**src/rtl/n_run_pkg.sv**
```systemverilog
// Shared widths, record layout and FSM states for the N-run packer.
package n_run_pkg;
    localparam int DATA_W = 128;
    localparam int CNT_W  = 32;
    localparam int REC_W  = DATA_W + CNT_W;

    // Record as seen by the expander: word in the upper bits, count below.
    typedef struct packed {
        logic [DATA_W-1:0] data;
        logic [CNT_W-1:0]  count;
    } rec_t;

    typedef enum logic [1:0] {EMPTY, ACCUM, FLUSHING} state_t;
endpackage

```
**src/rtl/n_run_packer_if.sv**
```systemverilog
// Stream-in / record-out bundle of the N-run packer.
interface n_run_packer_if #(
    parameter int DATA_W = 128,
    parameter int CNT_W  = 32
) ();
    logic [DATA_W-1:0]       in_data;
    logic                    in_valid;
    logic                    in_ready;
    logic                    flush;
    logic [DATA_W+CNT_W-1:0] rec;
    logic                    rec_valid;
    logic                    rec_ready;
    logic                    flush_done;
    logic [31:0]             rec_total;

    // Packer side.
    modport slave (
        input  in_data, in_valid, flush, rec_ready,
        output in_ready, rec, rec_valid, flush_done, rec_total
    );

    // Source/sink side.
    modport master (
        output in_data, in_valid, flush, rec_ready,
        input  in_ready, rec, rec_valid, flush_done, rec_total
    );
endinterface

```
**src/rtl/n_run_out_slot.sv**
```systemverilog
// One-entry output register: loads replace the held record, a handshake
// without a load empties it.
module n_run_out_slot #(
    parameter int W = 160
) (
    input  logic         clk,
    input  logic         rst_n,
    input  logic         load,
    input  logic [W-1:0] din,
    input  logic         ready,
    output logic [W-1:0] dout,
    output logic         valid,
    output logic         slot_free
);
    assign slot_free = !valid || ready;

    // Hold the record until taken; a same-cycle load overwrites with no bubble.
    always_ff @(posedge clk or negedge rst_n) begin
        if (!rst_n) begin
            dout  <= '0;
            valid <= 1'b0;
        end else if (load) begin
            dout  <= din;
            valid <= 1'b1;
        end else if (ready) begin
            valid <= 1'b0;
        end
    end
endmodule

```
**src/rtl/n_run_packer.sv**
```systemverilog
// Collapses runs of identical stream words into {word, count} records.
module n_run_packer
    import n_run_pkg::*;
#(
    parameter int               DATA_W  = n_run_pkg::DATA_W,
    parameter int               CNT_W   = n_run_pkg::CNT_W,
    parameter logic [CNT_W-1:0] MAX_RUN = '1
) (
    input logic           clk,
    input logic           rst_n,
    n_run_packer_if.slave bus
);
    state_t            state;
    logic [DATA_W-1:0] run_data;
    logic [CNT_W-1:0]  run_cnt;
    logic              slot_free;
    logic              match;
    logic              accept;
    logic              load;
    logic              in_ready;
    logic              flush_done;
    logic [31:0]       rec_total;

    // A matching word needs no output slot, so it is taken even under
    // backpressure; anything that closes a run must wait for the slot.
    always_comb begin
        match    = (state == ACCUM) && (bus.in_data == run_data) && (run_cnt < MAX_RUN);
        in_ready = 1'b0;
        case (state)
            EMPTY:    in_ready = 1'b1;
            ACCUM:    in_ready = !bus.flush && (match || slot_free);
            default:  in_ready = 1'b0;
        endcase
        accept = bus.in_valid && in_ready;
        load   = ((state == ACCUM) && accept && !match) ||
                 ((state == FLUSHING) && slot_free);
    end

    n_run_out_slot #(.W(DATA_W + CNT_W)) u_slot (
        .clk       (clk),
        .rst_n     (rst_n),
        .load      (load),
        .din       ({run_data, run_cnt}),
        .ready     (bus.rec_ready),
        .dout      (bus.rec),
        .valid     (bus.rec_valid),
        .slot_free (slot_free)
    );

    // Run tracking FSM with registered flush_done pulse and record counter.
    always_ff @(posedge clk or negedge rst_n) begin
        if (!rst_n) begin
            state      <= EMPTY;
            run_data   <= '0;
            run_cnt    <= '0;
            flush_done <= 1'b0;
            rec_total  <= '0;
        end else begin
            flush_done <= 1'b0;
            if (load) rec_total <= rec_total + 32'd1;
            case (state)
                EMPTY: begin
                    if (bus.flush) flush_done <= 1'b1;
                    if (accept) begin
                        run_data <= bus.in_data;
                        run_cnt  <= CNT_W'(1);
                        state    <= ACCUM;
                    end
                end
                ACCUM: begin
                    if (bus.flush) begin
                        state <= FLUSHING;
                    end else if (accept) begin
                        if (match) begin
                            run_cnt <= run_cnt + CNT_W'(1);
                        end else begin
                            run_data <= bus.in_data;
                            run_cnt  <= CNT_W'(1);
                        end
                    end
                end
                default: begin
                    if (slot_free) begin
                        flush_done <= 1'b1;
                        run_cnt    <= '0;
                        state      <= EMPTY;
                    end
                end
            endcase
        end
    end

    assign bus.in_ready   = in_ready;
    assign bus.flush_done = flush_done;
    assign bus.rec_total  = rec_total;
endmodule

```
**src/flat_wrapper.sv**
```systemverilog
// flat-port wrapper written by rule: the top's interface ports become plain ports
module n_run_packer_flat import n_run_pkg::*;
#(
    parameter int               DATA_W  = n_run_pkg::DATA_W,
    parameter int               CNT_W   = n_run_pkg::CNT_W,
    parameter logic [CNT_W-1:0] MAX_RUN = '1
)
  (clk, rst_n, bus_in_data, bus_in_valid, bus_flush, bus_rec_ready, bus_in_ready, bus_rec, bus_rec_valid, bus_flush_done, bus_rec_total);
  n_run_packer_if #(.DATA_W(DATA_W), .CNT_W(CNT_W)) bus_i ();
  input logic clk;
  input logic rst_n;
  input wire logic [$bits(bus_i.in_data)-1:0] bus_in_data;
  input wire logic [$bits(bus_i.in_valid)-1:0] bus_in_valid;
  input wire logic [$bits(bus_i.flush)-1:0] bus_flush;
  input wire logic [$bits(bus_i.rec_ready)-1:0] bus_rec_ready;
  output wire logic [$bits(bus_i.in_ready)-1:0] bus_in_ready;
  output wire logic [$bits(bus_i.rec)-1:0] bus_rec;
  output wire logic [$bits(bus_i.rec_valid)-1:0] bus_rec_valid;
  output wire logic [$bits(bus_i.flush_done)-1:0] bus_flush_done;
  output wire logic [$bits(bus_i.rec_total)-1:0] bus_rec_total;
  assign bus_i.in_data = bus_in_data;
  assign bus_i.in_valid = bus_in_valid;
  assign bus_i.flush = bus_flush;
  assign bus_i.rec_ready = bus_rec_ready;
  assign bus_in_ready = bus_i.in_ready;
  assign bus_rec = bus_i.rec;
  assign bus_rec_valid = bus_i.rec_valid;
  assign bus_flush_done = bus_i.flush_done;
  assign bus_rec_total = bus_i.rec_total;
  n_run_packer #(.DATA_W(DATA_W), .CNT_W(CNT_W), .MAX_RUN(MAX_RUN)) u_core (.clk(clk), .rst_n(rst_n), .bus(bus_i));
endmodule
```
**config.mk**
```make
export PLATFORM = sky130hd
export DESIGN_NAME = n_run_packer_flat
export DESIGN_NICKNAME = d
export VERILOG_FILES = /design/src/rtl/n_run_pkg.sv /design/src/rtl/n_run_packer_if.sv /design/src/rtl/n_run_out_slot.sv /design/src/rtl/n_run_packer.sv /design/src/flat_wrapper.sv
export SDC_FILE = /design/constraint.sdc
export NUM_CORES = 1
export LEC_CHECK = 0
export BUFFER_PORTS_ARGS = -buffer_cell sky130_fd_sc_hd__buf_4
export CAP_MARGIN = 5
export CELL_PAD_IN_SITES_DETAIL_PLACEMENT = 1
export CELL_PAD_IN_SITES_GLOBAL_PLACEMENT = 1
export CORE_MARGIN = 2
export CORE_UTILIZATION = 44
export DETAILED_ROUTE_END_ITERATION = 6
export PLACE_DENSITY = 0.77
export SKIP_CTS_REPAIR_TIMING = 1
export SLEW_MARGIN = 20
export SYNTH_ARGS = -nofsm -noshare
export SYNTH_HDL_FRONTEND = slang
export SYNTH_SLANG_ARGS = --single-unit
export TNS_END_PERCENT = 100
```
**constraint.sdc**
```tcl
create_clock -name clk -period 3.2 [get_ports clk]
set_input_delay 0.32 -clock clk [delete_from_list [all_inputs] [get_ports clk]]
set_output_delay 0.32 -clock clk [all_outputs]
set_load 0.02 [all_outputs]
```
After elaboration in Yosys (flattened, before gate mapping):

Index checks and enable logic that the tools add are counted.
Widths: inputs -> output; s select.

* input bits: 133
* logic and storage cells: 59
* output and inout port bits: 195
* flip-flop bits (word level): 356

* muxes and demuxes: 21
* add/sub/neg operators: 2
* equal/unequal tests: 8
* reductions and logical operators: 20
* $lt $le $gt $ge: 1

Operators by type and width (count)
* $mux 128: 4
* $pmux 128 s2: 1
* $mux 32: 5
* $eq 128x128->1: 1
* $add 32x1->32 const B: 2
* $pmux 32 s2: 1
* $lt 32x32->1 const B: 1
* $logic_and 1x1->1: 7
* $mux 2: 3
* $ne 2x2->1 const B: 3
* $reduce_and 5->1: 1
* $mux 1: 4
* $ne 2x1->1 const B: 2
* $pmux 1 s2: 2
* $pmux 2 s2: 1
* $reduce_and 4->1: 1
* $reduce_bool 2->1: 2
* $logic_not 1->1: 3
* $logic_or 1x1->1: 3
* $reduce_and 3->1: 1
* $reduce_bool 3->1: 1
* $eq 2x1->1 const B: 1
* $eq 2x2->1 const B: 1
* $logic_not 2->1: 1

Logic depth before layout (Yosys ltp):

* depth after elaboration: 11
* mapped depth: 12

By module:

From an unflattened synthesis, not the netlist that was laid out.

* cell total of the unflattened synthesis: 1243
* area, all modules: 16316.9 um^2

Modules (own cells, without submodules)
* n_run_packer: cells an instance 902, area an instance 9980.8 um^2, instances 1
* n_run_out_slot: cells an instance 341, area an instance 6336.1 um^2, instances 1

Worst setup path after synthesis:

Ideal clock, no wire load.

* path type: reg-to-reg
* start point: reg u_core.run_cnt[0]
* end point: reg u_core.run_data[100]
* arrival: 2488 ps
* library setup time: 128 ps
* stages on the path, launching flop included: 12
* required time: 3072 ps
* path slack: 585 ps
* path through: dfrtp_1 ha_1 nand3_1 nor3_1 nand4_1 o31a_1 nand4_1 and3_1 buf_2 buf_6 buf_2 mux2_1

* word-level cells in the longest chain between the ends: 8
* elaborated cells between the ends (all ways): 10

RTL lines
* start, declared: RTL line n_run_packer.sv:15 `logic [CNT_W-1:0] run_cnt;`
* start signal, assigned: RTL line n_run_packer.sv:75 `run_cnt <= run_cnt + CNT_W'(1);`
* $lt 32x32->1 *: RTL line n_run_packer.sv:27 `match = (state == ACCUM) && (bus.in_data == run_data) && (run_cnt < MAX_RUN);`
* $logic_and 1x1->1 *: RTL line n_run_packer.sv:27
* $logic_or 1x1->1: RTL line n_run_packer.sv:31 `ACCUM: in_ready = !bus.flush && (match || slot_free);`
* $logic_and 1x1->1: RTL line n_run_packer.sv:31
* $pmux 1 s2: RTL line n_run_packer.sv:29 `case (state)`
* $logic_and 1x1->1: RTL line n_run_packer.sv:34 `accept = bus.in_valid && in_ready;`
* $ne 2x1->1 (no line)
* $reduce_and 5->1 (no line) *
* end signal, assigned: RTL line n_run_packer.sv:65 `run_data <= bus.in_data;`
* end signal, assigned: RTL line n_run_packer.sv:77 `run_data <= bus.in_data;`
* end, declared: RTL line n_run_packer.sv:14 `logic [DATA_W-1:0] run_data;`

Mark *: on every way between the ends. The rest lies on a longest branch, timed or not.
A chain may end at the register's enable or synchronous reset.

Worst setup path after layout:

* start point: reg u_core.run_data[58]
* end point: out bus_in_ready

* word-level cells in the longest chain between the ends: 6

RTL lines
* $eq 128x128->1: RTL line n_run_packer.sv:27
* $logic_and 1x1->1 (2 in a row): RTL line n_run_packer.sv:27
* $logic_or 1x1->1: RTL line n_run_packer.sv:31
* $logic_and 1x1->1: RTL line n_run_packer.sv:31
* $pmux 1 s2: RTL line n_run_packer.sv:29
* end, declared: RTL line flat_wrapper.sv:16 `output wire logic [$bits(bus_i.in_ready)-1:0] bus_in_ready;`

No other way between the ends.

==> impl_metrics.json <==
{
  "die_w_microns": 195,
  "yosysSeqAreaShare_pct": 55.2,
  "period_share_pct": 103,
  "post_synth.cell_area_avg_sq_um": 12.5,
  "yosys.area_share.simple_pct": 12.8,
  "p_seq_share_pct": 36.1,
  "cts.clk_slew.worst_paths_ps": 60,
  "vias": 12301,
  "cts_buffers": 40,
  "start_util_pct": 44.4,
  "drt-vias-per-instance": 5.60,
  "drtIter0Drc": 569,
  "grt_max_degree": 77,
  "mostFrequentLayoutCells": "buf_4 (379), dfrtp_1 (355), mux2_1 (154), mux2_2 (97), nand2b_1 (75)",
  "ant_nets": 0,
  "peakVddDrop_mv": 0.622,
  "report.final.slew_viol_count": 0,
  "final_common_cell": "buf_4",
  "p_sw_mw": 7.91,
  "portBuffers": 327,
  "finalHoldViolCount": 1,
  "setup-violations-final": 35,
  "grt_util_all_layers_pct": 26.5,
  "hold_start": "bus_in_data[123]",
  "synthCells": 1287,
  "synth_top_family_by_area": "multiplexers",
  "synth-edff-count": 0,
  "cpMostUsedCell": "buf_4",
  "crit_family": "simple AND/OR/NAND/NOR gates",
  "final_nets": 1825,
  "fmax_mhz": 304,
  "hold_slack_ps": -0.0606,
  "r2r-start": "u_core.run_data[58]$_DFFE_PN0P_",
  "place_hpwl_mm": 37.7,
  "sw_frac_of_total_pct": 37.2,
  "antenna_found_initial": 9,
  "die_height_microns": 195,
  "drt-total-wl_mm": 53.2,
  "die_area_sq_um": 38200,
  "worstMarginPinSlew_ps": 948,
  "yosys_most_used_dff": "dfrtp_1",
  "r2r_cells": 11,
  "worst_path_max_delay_cell": "nor4_2",
  "r2r_setup_slack_ps": -80,
  "worstSkewPairLatency_ps": 560,
  "synth_compound_area_share_pct": 4.17,
  "internal_power_mw": 13.4,
  "min_period_ps": 3290,
  "crit_required_ps": 2880,
  "cp_num_cells": 10,
  "row_count": 70,
  "dp_cells": 2083,
  "dpl_cell_area_sq_um": 19500,
  "synthesis.area_sq_um": 16100,
  "clkSinkCount": 356,
  "fin_cells": 2195,
  "slew_headroom_pct": 35.9,
  "synthAdderAreaFrac_pct": 0.155,
  "p_leak_nw": 9.81,
  "drc": 0,
  "status": "finished with violations",
  "grt_overflow": 0,
  "drv_cap": 0,
  "grt_pass1_wl_mm": 76.8,
  "synth.distinct_cells": 52,
  "min_to": "u_core.run_data[123]$_DFFE_PN0P_",
  "crit_path_cell_trace": "xor2_1 -> nor4_2 -> nand4_1 -> nor4_4 -> buf_4 -> nand2_4 -> nand2_2 -> nand2b_1 -> a21oi_2 -> buf_4",
  "path_buf_inv": 2,
  "setup_ws_ps": -86.1,
  "p_clk_share_pct": 22.4,
  "crit_path_max_incr_delay_ps": 460,
  "drive_above_1_share_pct": 37.4,
  "place.gp.congestion": 0.895,
  "synth.area.mux_share_pct": 19.8,
  "routedWlPerCell_microns": 24.2,
  "start_kind": "flop",
  "power.density_nw_per_um2": 980,
  "core-area_sq_um": 36300,
  "rsz0062_at_grt": "true",
  "p_comb_share_pct": 41.5,
  "r2r_end": "u_core.u_slot.dout[22]$_DFFE_PN0P_",
  "htreeDepth": 2,
  "path_class": "flop to primary output",
  "stdcell_area_sq_um": 21700,
  "synth-seq-cells": 356,
  "pin_count": 328,
  "crit_fanout": 4,
  "async_reset_ff_share_pct": 100,
  "synth-xor-area-share_pct": 5.81,
  "clockBufferDepth": 3,
  "synthesis.nets": 1422,
  "skew_ps": 27.5,
  "violations": "hold timing, setup timing",
  "area_growth_pct": 34.6,
  "firstDrtPassIters": 5,
  "worstHoldPathCells": 2,
  "yosysWarningCount": 0,
  "grt_pass1_vias": 12999,
  "min_path_type": "input port to flop",
  "worstPathArrival_ps": 2970,
  "cts_tree": "done",
  "cts_root_buffer": "clkbuf_16",
  "end_kind": "primary output"
}
## synthesized netlist by cell type (12+ instances only)
cell type | number | share of area, %
nand4_1 | 66 | 2.6
mux2_2 | 97 | 6.8
nor2_1 | 30 | 0.70
nand2b_1 | 76 | 2.9
buf_2 | 36 | 1.1
nand2_1 | 44 | 1.0
xnor2_1 | 82 | 4.5
inv_1 | 21 | 0.49
dfrtp_1 | 356 | 55
o21ai_0 | 42 | 1.3
nor2b_1 | 25 | 0.97
nor3_1 | 12 | 0.37
mux2_1 | 186 | 13
and3_1 | 38 | 1.5
xor2_1 | 25 | 1.4
nor4_1 | 18 | 0.70
nand3_1 | 36 | 1.1
o31ai_1 | 18 | 0.84
## area by class of cell
cell class | count | area (sq um)
flip-flops and latches | 356 | 8910
inverters | 21 | 78.8
clock inverters | 12 | 125
multi-input cells | 860 | 7310
well taps | 468 | 586
clock buffers | 61 | 1240
fillers | 3705 | 14600
diodes | 6 | 15.0
repair buffers | 411 | 3430
## cells by family after synthesis
logic type                 Yosys count
DFF                                356
xor gates and xnor gates           107
AOI/OAI and AO/OA                  103
and+or+nand+nor                    363
adders and majority gates            2
muxes                              284
buffers and inverters               72
## power by group through the flow
stage	logic (mW)	registers (mW)	clock network, mW
after CTS	8.03	7.62	4.84
final	8.83	7.68	4.76
after floorplan	3.49	8.39	0
after global routing	9.31	7.93	5.03
after global placement	7.77	7.53	0
after detailed placement	7.97	7.65	0
## worst reg2reg max path, cell delays in order, from the launching register on
cell       delay (ps)
dfrtp_1           380
xor2_1            150
nor4_2            460
nand4_1           250
nor4_4            390
buf_4             200
o31a_1            160
nand4_1           180
buf_4             210
o2bb2ai_4         220
clkbuf_16         230
mux2_4            300
## flip-flops by register name (all words and copies together), names as in the netlist
name / cells
u_core.u_slot.dout: 160
u_core.run_data: 128
u_core.bus.rec_total: 32
u_core.run_cnt: 32
u_core.state: 2
u_core.bus.flush_done: 1
u_core.u_slot.valid: 1
## worst max-delay path by stage
| stage | slack, ps | to | start |
|---|---|---|---|
| finish | -90 | bus_in_ready | u_core.run_data[58]$_DFFE_PN0P_ |
| global route | -160 | bus_in_ready | u_core.run_data[4]$_DFFE_PN0P_ |
| CTS | -410 | bus_in_ready | u_core.run_data[33]$_DFFE_PN0P_ |
| detailed placement | -150 | u_core.u_slot.dout[38]$_DFFE_PN0P_ | bus_in_data[34] |
| global placement | -80 | u_core.u_slot.dout[13]$_DFFE_PN0P_ | bus_in_data[43] |
| floorplan | 580 | u_core.run_data[100]$_DFFE_PN0P_ | u_core.run_cnt[0]$_DFFE_PN0P_ |
## layer usage
layer	track usage (%)	part of all wire, %	up-vias
li1	-	-	5435
met1	31.6	39	6352
met2	44.5	50	385
met3	7.01	6.9	123
met4	12.8	4.4	6
met5	0	0.071	-
## stage by stage
stage	hold WS (ps)	TNS, ps	power, mW	setup slack [ps]	util, %
after floorplan	24.4	0	11.9	585	-
after global placement	305	-9060	15.3	-81.6	53.7
after detailed placement	309	-19060	15.6	-150	53.7
after CTS	-263	-26640	20.5	-409	57.4
after global routing	0.476	-4450	22.3	-161	59.7
final	-0.0606	-1740	21.3	-86.1	59.7
No activity file was read; power rests on OpenSTA's default activity.
